==> config.mk <==
export PLATFORM = sky130hd
export DESIGN_NAME = wave_mixer_seq
export DESIGN_NICKNAME = d
export VERILOG_FILES = /design/src/rtl/wave_mixer_seq.sv
export SDC_FILE = /design/constraint.sdc
export NUM_CORES = 1
export LEC_CHECK = 0
export CAP_MARGIN = 20
export CORE_ASPECT_RATIO = 1.75
export CORE_MARGIN = 5
export CORE_UTILIZATION = 52
export DETAILED_ROUTE_END_ITERATION = 6
export GPL_TIMING_DRIVEN = 1
export PLACE_DENSITY = 0.8
export RECOVER_POWER = 25
export SLEW_MARGIN = 40
export SYNTH_ARGS = -nofsm -noshare
export SYNTH_HDL_FRONTEND = slang
export SYNTH_SLANG_ARGS = --single-unit
export TNS_END_PERCENT = 50
==> constraint.sdc <==
create_clock -name clk -period 4.81 [get_ports clk]
set_input_delay 0.481 -clock clk [delete_from_list [all_inputs] [get_ports clk]]
set_output_delay 0.481 -clock clk [all_outputs]
set_load 0.02 [all_outputs]
==> src/rtl/wave_mixer_seq.sv <==
// wave_mixer_seq: time-multiplexed voice mixer, one voice per clock.
// Optional clamp to full scale when WAVE_MIXER_SATURATE_EN is defined.
module wave_mixer_seq #(
  parameter int NUM_VOICES = 13,
  parameter int IN_W       = 10,
  parameter int OUT_W      = 14,
  parameter int SHIFT      = 0
) (
  input  logic                       clk,
  input  logic                       rst_n,
  input  logic [NUM_VOICES*IN_W-1:0] waves,
  input  logic [NUM_VOICES-1:0]      voice_en,
  input  logic                       sample_tick,
  input  logic                       overrun_clr,
  output logic [OUT_W-1:0]           wave,
  output logic                       out_valid,
  output logic                       busy,
  output logic                       overrun
);

  localparam int ACC_W = IN_W + $clog2(NUM_VOICES);
  localparam int IDX_W =
    (NUM_VOICES > 1) ? $clog2(NUM_VOICES) : 1;
  localparam logic [IDX_W-1:0] LAST =
    IDX_W'(NUM_VOICES - 1);

  typedef enum logic [1:0] {
    S_IDLE,
    S_ACCUM,
    S_DONE
  } state_t;

  state_t                r_state;
  logic [IN_W-1:0]       r_snap_wave [NUM_VOICES];
  logic [NUM_VOICES-1:0] r_snap_en;
  logic [ACC_W-1:0]      r_acc;
  logic [IDX_W-1:0]      r_idx;
  logic [OUT_W-1:0]      r_wave;
  logic                  r_valid;
  logic                  r_busy;
  logic                  r_ovr;

  logic [IN_W-1:0]       w_term;
  logic [ACC_W-1:0]      w_shr;
  logic [OUT_W-1:0]      w_result;

  assign w_term = r_snap_en[r_idx] ? r_snap_wave[r_idx] : '0;
  assign w_shr  = r_acc >> SHIFT;

`ifdef WAVE_MIXER_SATURATE_EN
  localparam int RW = (ACC_W > OUT_W) ? ACC_W : OUT_W;
  localparam logic [RW-1:0] MAXV = RW'({OUT_W{1'b1}});

  assign w_result = (RW'(w_shr) > MAXV) ? '1 : OUT_W'(w_shr);
`else
  assign w_result = OUT_W'(w_shr);
`endif

  assign wave      = r_wave;
  assign out_valid = r_valid;
  assign busy      = r_busy;
  assign overrun   = r_ovr;

  // Mix FSM: snapshot on tick, accumulate one voice per clock, publish.
  always_ff @(posedge clk) begin
    if (!rst_n) begin
      r_state   <= S_IDLE;
      r_acc     <= '0;
      r_idx     <= '0;
      r_snap_en <= '0;
      for (int i = 0; i < NUM_VOICES; i++) begin
        r_snap_wave[i] <= '0;
      end
      r_wave    <= '0;
      r_valid   <= 1'b0;
      r_busy    <= 1'b0;
      r_ovr     <= 1'b0;
    end else begin
      r_valid <= 1'b0;
      if (sample_tick && r_state != S_IDLE) begin
        r_ovr <= 1'b1;
      end else if (overrun_clr) begin
        r_ovr <= 1'b0;
      end
      unique case (r_state)
        S_IDLE: begin
          if (sample_tick) begin
            for (int i = 0; i < NUM_VOICES; i++) begin
              r_snap_wave[i] <= waves[i*IN_W +: IN_W];
            end
            r_snap_en <= voice_en;
            r_acc     <= '0;
            r_idx     <= '0;
            r_busy    <= 1'b1;
            r_state   <= S_ACCUM;
          end
        end
        S_ACCUM: begin
          r_acc <= r_acc + ACC_W'(w_term);
          r_idx <= r_idx + 1'b1;
          if (r_idx == LAST) begin
            r_state <= S_DONE;
          end
        end
        S_DONE: begin
          r_wave  <= w_result;
          r_valid <= 1'b1;
          r_busy  <= 1'b0;
          r_state <= S_IDLE;
        end
        default: r_state <= S_IDLE;
      endcase
    end
  end

endmodule
Word-level counts from Yosys, hierarchy flattened
Memory sizes are Yosys's and may differ from the RTL's. A register that Yosys moved wholly into a read port is not among the register bits.
Index checks and enable logic that the tools add are counted.
{"block": "word_totals", "register_bits": 50, "input_bits": 147, "mem_count": 1, "ramBits": 130, "output_inout_bits": 17, "word_cells": 75}
{"block": "op_classes", "add_sub_neg": 2, "muxes": 35, "reduce_logical": 10, "bitwise": 13, "magnitude_cmp": 1, "n_eq_ne": 5}
{"memory": "r_snap_wave", "depth": 13, "width": 10, "rd": 1, "rd_clocked_by_memory_dff": 1, "write_ports": 13, "line": "34", "source": "logic [IN_W-1:0] r_snap_wave [NUM_VOICES];"}
{"operator": "$mux W10", "n": 14}
{"operator": "$pmux W14 S2", "n": 1}
{"operator": "$add A14 B10 Y14", "n": 1}
{"operator": "$mux W14", "n": 1}
{"operator": "$or A1 B1 Y1", "n": 13}
{"operator": "$mux W4", "n": 3}
{"operator": "$mux W1", "n": 10}
{"operator": "$pmux W4 S2", "n": 1}
{"operator": "$reduce_and A2 Y1", "n": 4}
{"operator": "$reduce_bool A2 Y1", "n": 4}
{"operator": "$lt A4 B5 Y1 const B", "n": 1}
{"operator": "$add A4 B1 Y4 const B", "n": 1}
{"operator": "$bmux W1 S4", "n": 1}
{"operator": "$eq A4 B4 Y1 const B", "n": 1}
{"operator": "$mux W2", "n": 2}
{"operator": "$ne A2 B2 Y1 const B", "n": 2}
{"operator": "$pmux W2 S2", "n": 1}
{"operator": "$eq A2 B1 Y1 const B", "n": 1}
{"operator": "$eq A2 B2 Y1 const B", "n": 1}
{"operator": "$logic_not A2 Y1", "n": 1}
{"operator": "$pmux W1 S2", "n": 1}
{"operator": "$logic_and A1 B1 Y1", "n": 1}

Logic depth before layout (Yosys ltp)
{"block": "logic_depth", "ltp_word": 5, "ltp_mapped": 15, "depth_no_buf": 14}

Least setup slack after synthesis
OpenSTA, ideal clock, no wires.
{"block": "synth_timing", "kind": "input -> register", "start": "in rst_n", "end": "mem r_snap_wave[0][0] (enable)", "setup_time_ns": 1.125, "arrival_time_ns": 3.111, "required_time_ns": 3.685, "slack_ns": 0.575, "path_buffers": 2, "path_stages": 3, "cell_sequence": "clkbuf_1 > clkbuf_1 > nand2_1"}
{"element": "from (decl)", "line": "10", "source": "input logic rst_n,"}
{"element": "to (decl)", "line": "34"}

==> impl_metrics.tcl <==
set metrics [dict create \
    overflow 0 \
    p_leak_nw 4.28 \
    setup_viol 0 \
    setup_slack_ns 0.841 \
    via_per_inst 5.74 \
    routedWlPerCell_um 20.0 \
    cts_tree "yes" \
    met3_usage_pct 3.80 \
    final_cell_mix "clkdlybuf4s50_1, edfxtp_1, and3_1, nand2_1, dfxtp_1" \
    syn_area_um2 8440 \
    fin_total_pwr_mw 3.77 \
    grt_use_total_pct 20.8 \
    die_h_um 178 \
    final.min_clock_period_ns 3.97 \
    final_common_cell "clkdlybuf4s50_1" \
    synth_area_leader_cell "edfxtp_1" \
    critical_path.startpoint_type "flop" \
    switching_share_pct 22.2 \
    worst-endpoint-required_ns 5.16 \
    cp_max_fo 16 \
    post-route-util_pct 67.7 \
    finalHoldViolCount 0 \
    async_flop_share_pct 0 \
    crit_path_end_kind "flop" \
    layout.cells.non_filler 979 \
    final_area_um2 10800 \
    clkSlewWorstSetupHoldPaths_ns 0.07 \
    hold_end "wave[6]" \
    syn_nets 798 \
    dp_hpwl_um 14000 \
    syn_to_final_growth_pct 28.0 \
    hold_path.class "flop to flop" \
    peakVddDrop_v 0.000245 \
    dieArea_um2 19000 \
    die_w_um 106 \
    maxCapViolCount 1 \
    ctsHoldBuffers 0 \
    ys_ff_latch 184 \
    status "complete, but fails checks" \
    finClkSkew_ns 0.00578 \
    ys.flop_type "edfxtp_1" \
    postSynthCellCount 638 \
    io_pins 164 \
    drtIter0Drc 352 \
    cellInternalPower_mw 2.94 \
    avgSynthCellArea_um2 13.2 \
    violations "capacitance limit, slew limit" \
    place.gp.congestion 0.910 \
    pre_cts_slack_ns 0.964 \
    ant_nets 0 \
    ctsResizeCount 0 \
    port_buffers 163 \
    maxSlewViolCount 64 \
    wirelength_um 19500 \
    seq_power_share_pct 49.5 \
    drc_errors 0 \
    nNetsFinal 937 \
    top_usage_layer "met2" \
    powerDensity_nw_per_um2 349 \
    ys_top_cells_by_area "edfxtp_1, dfxtp_1, and3_1, mux4_1, mux4_2" \
    tns_ns 0 \
    rsz0062_at_grt "no" \
    power_frac_comb_pct 10.8 \
    initial_core_util_pct 52.9 \
    dp_cells 946 \
    cts_root_buffer "clkbuf_16" \
    num_vias 5621 \
    numCtsBuffers 17 \
    synth-edff-count 130 \
    grt_pass1_wl_um 29600 \
    reg2reg_slack_ns 0.84 \
    yosys_warnings 0 \
    r2r-end "r_acc[13]" \
    max_slew_margin_pct -38.4 \
    switching_power_mw 0.837 \
    post_dp_cell_area_um2 10100 \
    core_area_um2 16000 \
    grt_pass1_vias 5783 \
    post-route-period-util_pct 82.5 \
    tightest_slew_ns 2.08 \
    h-tree-depth 4 \
    arrival_ns 4.32 \
    drive_above_1_share_pct 7.85 \
    worst_hold_slack_ns 0.471 \
    clock_path_buffers 2 \
    max_freq_mhz 252 \
    first_pass_iters 5 \
    synth_cell_types 41 \
    r2r_cells 11 \
    grt_max_degree 116 \
    yosysSeqAreaShare_pct 59.1 \
    synth_top_area_share_pct 46.3 \
    post-cts-setup-buffers 0 \
    grt_antenna_before_repair 0 \
    critPathKind "flop to flop" \
    whs_path_depth 2 \
    num_antenna_cells 0 \
    num_rows 61 \
    clock_power_share_pct 39.6 \
    use_met1_pct 21.2 \
    clk-insertion-delay-late_ns 0.43 \
    use_met2_pct 39.3 \
    clkSinkCount 184 \
    hold_start "wave[6]" \
]
cell usage after synthesis, drive strengths merged (5+ instances only):
cell	count
nand2b	9
ha	12
inv	9
mux4	42
buf	8
clkbuf	41
a211oi	5
o21ai	16
and3	102
a21oi	6
edfxtp	130
and2	37
dfxtp	54
nor2b	12
nor2	10
a21boi	30
nand3	9
nand2	72
routing by layer:
layer,part of all wire (%),wire [µm],vias to the layer above
met1,35,6810,2695
met2,56,10900,199
li1,-,-,2677
met3,4.7,918,50
met5,0,0,-
met4,4.5,877,0
registers in the layout, summed over array words and instances, names as in the netlist, named ones only:
register	cells
r_state	2
r_snap_en	13
wave	14
out_valid	1
r_snap_wave	130
busy	1
overrun	1
r_idx	4
r_acc	14
layout make-up:
class	count	area, µm²
inverters	9	33.8
multi-input cells	396	3230
repair buffers	169	1680
well taps	189	236
clock buffers	17	425
flip-flops and latches	184	4990
clock inverters	15	213
fillers	1094	5150
worst max-delay path by stage:
stage	depth (start not counted)	slack, ns	endpoint	start
after CTS	11	0.88	r_acc[13]	flop
after global placement	11	1.11	r_acc[13]	flop
after detailed placement	11	0.96	r_acc[13]	flop
after floorplan	3	0.57	r_snap_wave[0][0]	rst_n
after global routing	11	0.63	r_acc[13]	flop
final	11	0.84	r_acc[13]	flop
cell families after synthesis:
family	Yosys count	share of synthesized area (%)
buffers and inverters	58	2.92
adders and majority gates	13	2.02
DFF	184	59.1
xor gates and xnor gates	3	0.312
and+or+nand+nor	258	16.6
muxes	46	12.7
AOI/OAI and AO/OA	76	6.36
power by group through the flow:
| stage | sequential, mW | combinational, mW | clock (mW) |
|---|---|---|---|
| detailed placement | 1.90 | 0.404 | 0 |
| CTS | 1.87 | 0.409 | 1.51 |
| global route | 1.88 | 0.438 | 1.58 |
| finish | 1.87 | 0.409 | 1.49 |
| global placement | 1.89 | 0.392 | 0 |
| floorplan | 1.88 | 0.232 | 0 |
critical path, stage by stage, from the launching register on:
cell and delay, ns:
dfxtp_2 0.61, buf_4 0.39, mux4_1 0.59, mux4_2 0.45, nor2b_1 0.14, ha_1 0.35, o21ai_0 0.17, o21ai_0 0.28
nand2_1 0.13, o31a_1 0.30, o21ai_0 0.24, mux2i_1 0.22
No activity file was read; power rests on OpenSTA's default activity.
